<file path="src/rtl/hazard_stall_scheduler.sv">
// rtl/hazard_stall_scheduler.sv - pipeline stall/flush sequencer for the 5-stage RV32IM core
//
// Purpose: merges load-use stalls, iterative-divider occupancy and taken-branch
// flushes into a single set of pipeline-register enables, and counts stall cycles.
//
// Ports:
//   clk          core clock, rising edge
//   rst_n        asynchronous active-low reset
//   ins          instruction currently held in IF/ID
//   idex_rd      rd of the instruction in ID/EX
//   idex_memrd   MemRead of the instruction in ID/EX
//   branch_taken EX-stage branch/jump resolved taken this cycle
//   control      1 = pass decoded controls into ID/EX, 0 = bubble
//   PCWrite      PC write enable
//   IFIDWrite    IF/ID write enable
//   ifid_flush   clear IF/ID to NOP at next edge
//   idex_flush   clear ID/EX to bubble at next edge
//   idex_hold    freeze ID/EX while the divider is busy
//   div_start    one-cycle start pulse to the EX divider
//   stall_count  saturating count of cycles with PCWrite=0

module hazard_stall_scheduler #(
   parameter int unsigned DIV_LAT = 8,
   parameter int unsigned CNT_W   = 16
) (
   input  logic             clk,
   input  logic             rst_n,
   input  logic [31:0]      ins,
   input  logic [4:0]       idex_rd,
   input  logic             idex_memrd,
   input  logic             branch_taken,
   output logic             control,
   output logic             PCWrite,
   output logic             IFIDWrite,
   output logic             ifid_flush,
   output logic             idex_flush,
   output logic             idex_hold,
   output logic             div_start,
   output logic [CNT_W-1:0] stall_count
);

   typedef enum logic [0:0] {
      RUN      = 1'b0,
      DIV_BUSY = 1'b1
   } state_e;

   localparam logic [7:0]       BUSY_INIT = 8'(DIV_LAT - 1);
   localparam logic [CNT_W-1:0] CNT_ONE   = {{(CNT_W-1){1'b0}}, 1'b1};

   state_e           state_q, state_d;
   logic [7:0]       busy_q, busy_d;
   logic [CNT_W-1:0] cnt_q, cnt_d;

   // Instruction decode
   logic [6:0] opc;
   logic [4:0] rs1, rs2;
   logic       uses_rs1, uses_rs2, is_div;
   logic       load_use, flush;
   logic       unused_ins_bits;

   assign opc = ins[6:0];
   assign rs1 = ins[19:15];
   assign rs2 = ins[24:20];

   // rd and funct3[1:0] play no part in hazard detection
   assign unused_ins_bits = ^{ins[13:7]};

   assign uses_rs1 = !((opc == 7'b0110111) || (opc == 7'b0010111) || (opc == 7'b1101111));
   assign uses_rs2 = (opc == 7'b0110011) || (opc == 7'b0100011) || (opc == 7'b1100011);
   assign is_div   = (opc == 7'b0110011) && (ins[31:25] == 7'b0000001) && ins[14];

   // x0 is never a real producer, so idex_rd==0 cannot stall
   assign load_use = idex_memrd && (idex_rd != 5'd0) &&
                     ((uses_rs1 && (rs1 == idex_rd)) || (uses_rs2 && (rs2 == idex_rd)));
   assign flush    = branch_taken && (state_q == RUN);

   // Next-state and output logic
   always_comb begin
      state_d    = state_q;
      busy_d     = busy_q;
      control    = 1'b0;
      PCWrite    = 1'b0;
      IFIDWrite  = 1'b0;
      ifid_flush = 1'b0;
      idex_flush = 1'b0;
      idex_hold  = 1'b0;
      div_start  = 1'b0;

      case (state_q)
         RUN: begin
            if (flush) begin
               // Squash the wrong-path pair; a divide or hazard in ID dies with it
               PCWrite    = 1'b1;
               IFIDWrite  = 1'b1;
               ifid_flush = 1'b1;
               idex_flush = 1'b1;
            end else if (load_use) begin
               // Bubble clears idex_memrd next cycle, so this is a single stall
               PCWrite   = 1'b0;
               IFIDWrite = 1'b0;
               control   = 1'b0;
            end else if (is_div) begin
               PCWrite   = 1'b1;
               IFIDWrite = 1'b1;
               control   = 1'b1;
               div_start = 1'b1;
               busy_d    = BUSY_INIT;
               state_d   = DIV_BUSY;
            end else begin
               PCWrite   = 1'b1;
               IFIDWrite = 1'b1;
               control   = 1'b1;
            end
         end

         DIV_BUSY: begin
            // Divide occupies EX; freeze front end and ID/EX, ignore branches/hazards
            control   = 1'b1;
            idex_hold = 1'b1;
            busy_d    = busy_q - 8'd1;
            if (busy_q == 8'd1) begin
               state_d = RUN;
               busy_d  = 8'd0;
            end
         end

         default: begin
            state_d = RUN;
            busy_d  = 8'd0;
         end
      endcase

      // Outputs are forced low for the whole time reset is held
      if (!rst_n) begin
         control    = 1'b0;
         PCWrite    = 1'b0;
         IFIDWrite  = 1'b0;
         ifid_flush = 1'b0;
         idex_flush = 1'b0;
         idex_hold  = 1'b0;
         div_start  = 1'b0;
      end
   end

   // Saturating stall counter
   always_comb begin
      cnt_d = cnt_q;
      if (!PCWrite && (cnt_q != {CNT_W{1'b1}})) begin
         cnt_d = cnt_q + CNT_ONE;
      end
   end

   always_ff @(posedge clk or negedge rst_n) begin
      if (!rst_n) begin
         state_q <= RUN;
         busy_q  <= 8'd0;
         cnt_q   <= '0;
      end else begin
         state_q <= state_d;
         busy_q  <= busy_d;
         cnt_q   <= cnt_d;
      end
   end

   assign stall_count = cnt_q;

endmodule

</file>
<file path="config.mk">
export PLATFORM = sky130hd
export DESIGN_NAME = hazard_stall_scheduler
export DESIGN_NICKNAME = d
export VERILOG_FILES = /design/src/rtl/hazard_stall_scheduler.sv
export SDC_FILE = /design/constraint.sdc
export NUM_CORES = 1
export LEC_CHECK = 0
export ABC_CLOCK_PERIOD_IN_PS = 5200
export BUFFER_PORTS_ARGS = -buffer_cell sky130_fd_sc_hd__buf_2
export CAP_MARGIN = 15
export CELL_PAD_IN_SITES_DETAIL_PLACEMENT = 1
export CELL_PAD_IN_SITES_GLOBAL_PLACEMENT = 1
export CORE_ASPECT_RATIO = 0.9
export CORE_MARGIN = 4
export CORE_UTILIZATION = 39
export DETAILED_ROUTE_END_ITERATION = 6
export PLACE_DENSITY = 0.92
export SLEW_MARGIN = 20
export SYNTH_ARGS = -nofsm -noshare
export SYNTH_HDL_FRONTEND = slang
export SYNTH_SLANG_ARGS = --single-unit
</file>
<file path="constraint.sdc">
create_clock -name clk -period 5.2 [get_ports clk]
set_input_delay 1.04 -clock clk [delete_from_list [all_inputs] [get_ports clk]]
set_output_delay 1.04 -clock clk [all_outputs]
set_load 0.02 [all_outputs]
</file>
==> results.yml <==
place:
  dp_slack_ns: 1.20
  place_congestion: 0.777
  dp.cells: 281
  port_buffers: 56
  dp_hpwl_um: 3670
  place_area_um2: 2000
routing:
  drc_errors: 0
  wl_um: 4750
  vias: 1583
  wire_per_inst_um: 16.7
  dr.pass1.iters: 4
  final_antenna_net_count: 0
  routed_via_density: 5.55
  drt_iter0_drc: 97
setup_path:
  crit_fanout: 4
  cp-end-kind: "output pin"
  arrival_ns: 2.99
  path_cells: "buf_2 -> nor3b_2 -> nand3_1 -> or4_4 -> a21boi_0 -> nor3_1 -> and3_1 -> buf_2"
  r2r_slack_ns: 3.00
  critical_path_class: "in2out"
  cp.required_ns: 4.16
  startpoint_type: "input pin"
  cp_slowest_cell: "or4_4"
  path_common_cell: "buf_2"
  cp_slowest_stage_delay_ns: 0.58
sta:
  rsz0062_at_grt: "no"
  post-route-period-util: 0.774
  fin_crit_ns: 4.03
  tns_ns: 0
  drv_slew: 0
  fin_skew_ns: 0.00153
  fmax_mhz: 248
  relSlewSlack: 0.504
  tightest_slew_ns: 0.739
  hold_ws_ns: 0.498
  setup_slack_ns: 1.17
  hold_viol: 0
  setup_viol: 0
floorplanning:
  dieArea_um2: 5450
  core_um2: 4130
  die-height_um: 70.5
  std_cell_rows: 22
  start_util: 0.409
  io_pins: 64
  fp.dieW_um: 77.4
clock_tree:
  clk_pin_slew_ns: 0.09
  tritoncts: "done"
  clkSinkCount: 25
  clockBufferDepth: 2
  numCtsBuffers: 3
  ctsHoldBuffers: 0
  clk_latency_ns: 0.27
  cts_setup_buffers: 0
  cts_root_buffer: "clkbuf_8"
  h-tree-depth: 1
  cts_resized: 0
logic_synthesis:
  synth_flop_cell: "dfrtp_1"
  synth_edf_count: 0
  synth_area_leaders: "dfrtp_1 37%, xor2_1 5.7%, xnor2_1 5.2%"
  mappedNetlistArea_um2: 1690
  synthTopCellsByCount: "25 x dfrtp_1, 18 x nand2_1, 11 x xor2_1"
  synth-async-reset-ratio: 1.00
  synth_most_common_cell: "dfrtp_1"
  synth_top_area_frac: 0.370
  syn_avg_cell_area_um2: 9.29
  synth-seq-cells: 25
  syn_nets: 226
  ys_warn_count: 0
  synth.distinct_cells: 43
  netlist_instances: 182
  synth_area_leader_cell: "dfrtp_1"
  yosysSeqAreaShare: 0.370
global_routing:
  grt_pass1_vias: 1725
  grt_max_degree: 31
  antenna_found_initial: 0
  grt-ovfl-total: 0
  grt_pass1_wl_um: 7890
  grt_use_total: 0.176
finish:
  fin_area_um2: 2040
  drive_above_1_share: 0.308
  synthToLayoutAreaGrowth_pct: 20.9
  antennaDiodeCount: 0
  seqCellArea_um2: 626
  fillerInstances: 526
  fin_nets: 282
  multi_input_area_um2: 1000
  finalNonFillerCells: 285
power_and_ir_drop:
  irDropWorstVdd_uv: 186
  p_per_area_nw_per_um2: 200
  p_leak_nw: 0.885
status:
  status: "finished, final reports clean"
hold_path:
  hold_path_class: "reg2reg"
job:
  cap_violations: 0
[cell usage in the layout (no fill, tap or decap), types with 5 or more instances in the layout]
master    instances
a21oi_1           5
xor2_1           11
buf_2            56
nor3_1            8
xnor2_1          10
dfrtp_1          25
o21ai_0           9
nand3_1           9
a211oi_2          6
nor2_1           10
nand4_1           5
nand2_1          18
inv_1             8
[final cells by class]
type | count | area share
Multi-Input combinational cell | 144 | 0.491
Sequential cell | 25 | 0.306
Timing Repair Buffer | 56 | 0.137
Tap cell | 48 | 0.0294
Clock buffer | 4 | 0.0220
Inverter | 8 | 0.0147
[worst max-delay path, delay by kind of cell]
family | cells | cell delay [ns]
AND/OR/NAND/NOR | 5 | 1.27
AO/OA/AOI/OAI | 1 | 0.40
buffers and inverters | 2 | 0.26
[flip-flops by register name, indices dropped and copies added (netlist names)]
register,flops
stall_count,16
busy_q,8
state_q,1
[layer usage]
layer,track usage,wire (um),up-vias
met2,0.325,2570,20
met1,0.209,2020,793
li1,-,-,766
met4,0.0296,27,0
met3,0.0399,131,4
met5,0,0,-
[metrics by stage]
step           utilization  total power [mW]
6_report             0.495             0.409
5_1_grt              0.495             0.433
4_1_cts              0.495             0.414
3_5_place_dp         0.484             0.295
3_3_place_gp         0.484             0.292
2_1_floorplan            -             0.256
[worst paths after layout]
kind                                startpoint  cells past startpoint               to
worst max-delay path                    ins[3]                      8        div_start
worst min-delay path                 busy_q[5]                      1        busy_q[5]
worst max register to register  stall_count[8]                      5   stall_count[1]
worst min register to register       busy_q[5]                      1        busy_q[5]
max in group asynchronous                rst_n                      1  stall_count[13]
min in group asynchronous                rst_n                      1        busy_q[7]
[report_power, final]
part,leakage [nW],internal (mW),total (mW),switching [mW]
Combinational,0.575,0.0317,0.0745,0.0428
Clock,0.0228,0.0549,0.118,0.0627
Sequential,0.288,0.204,0.217,0.0133
Total,0.885,0.291,0.409,0.119
[kinds of logic after synthesis]
logic type	count (synthesis)	share of synthesized area
buf+inv	13	0.0377
flops	25	0.370
xor+xnor	21	0.109
fa+ha+maj	3	0.0222
mux	4	0.0259
simple gates	77	0.249
compound gates	39	0.187
Note: power is estimated with default switching activity, not from simulation.
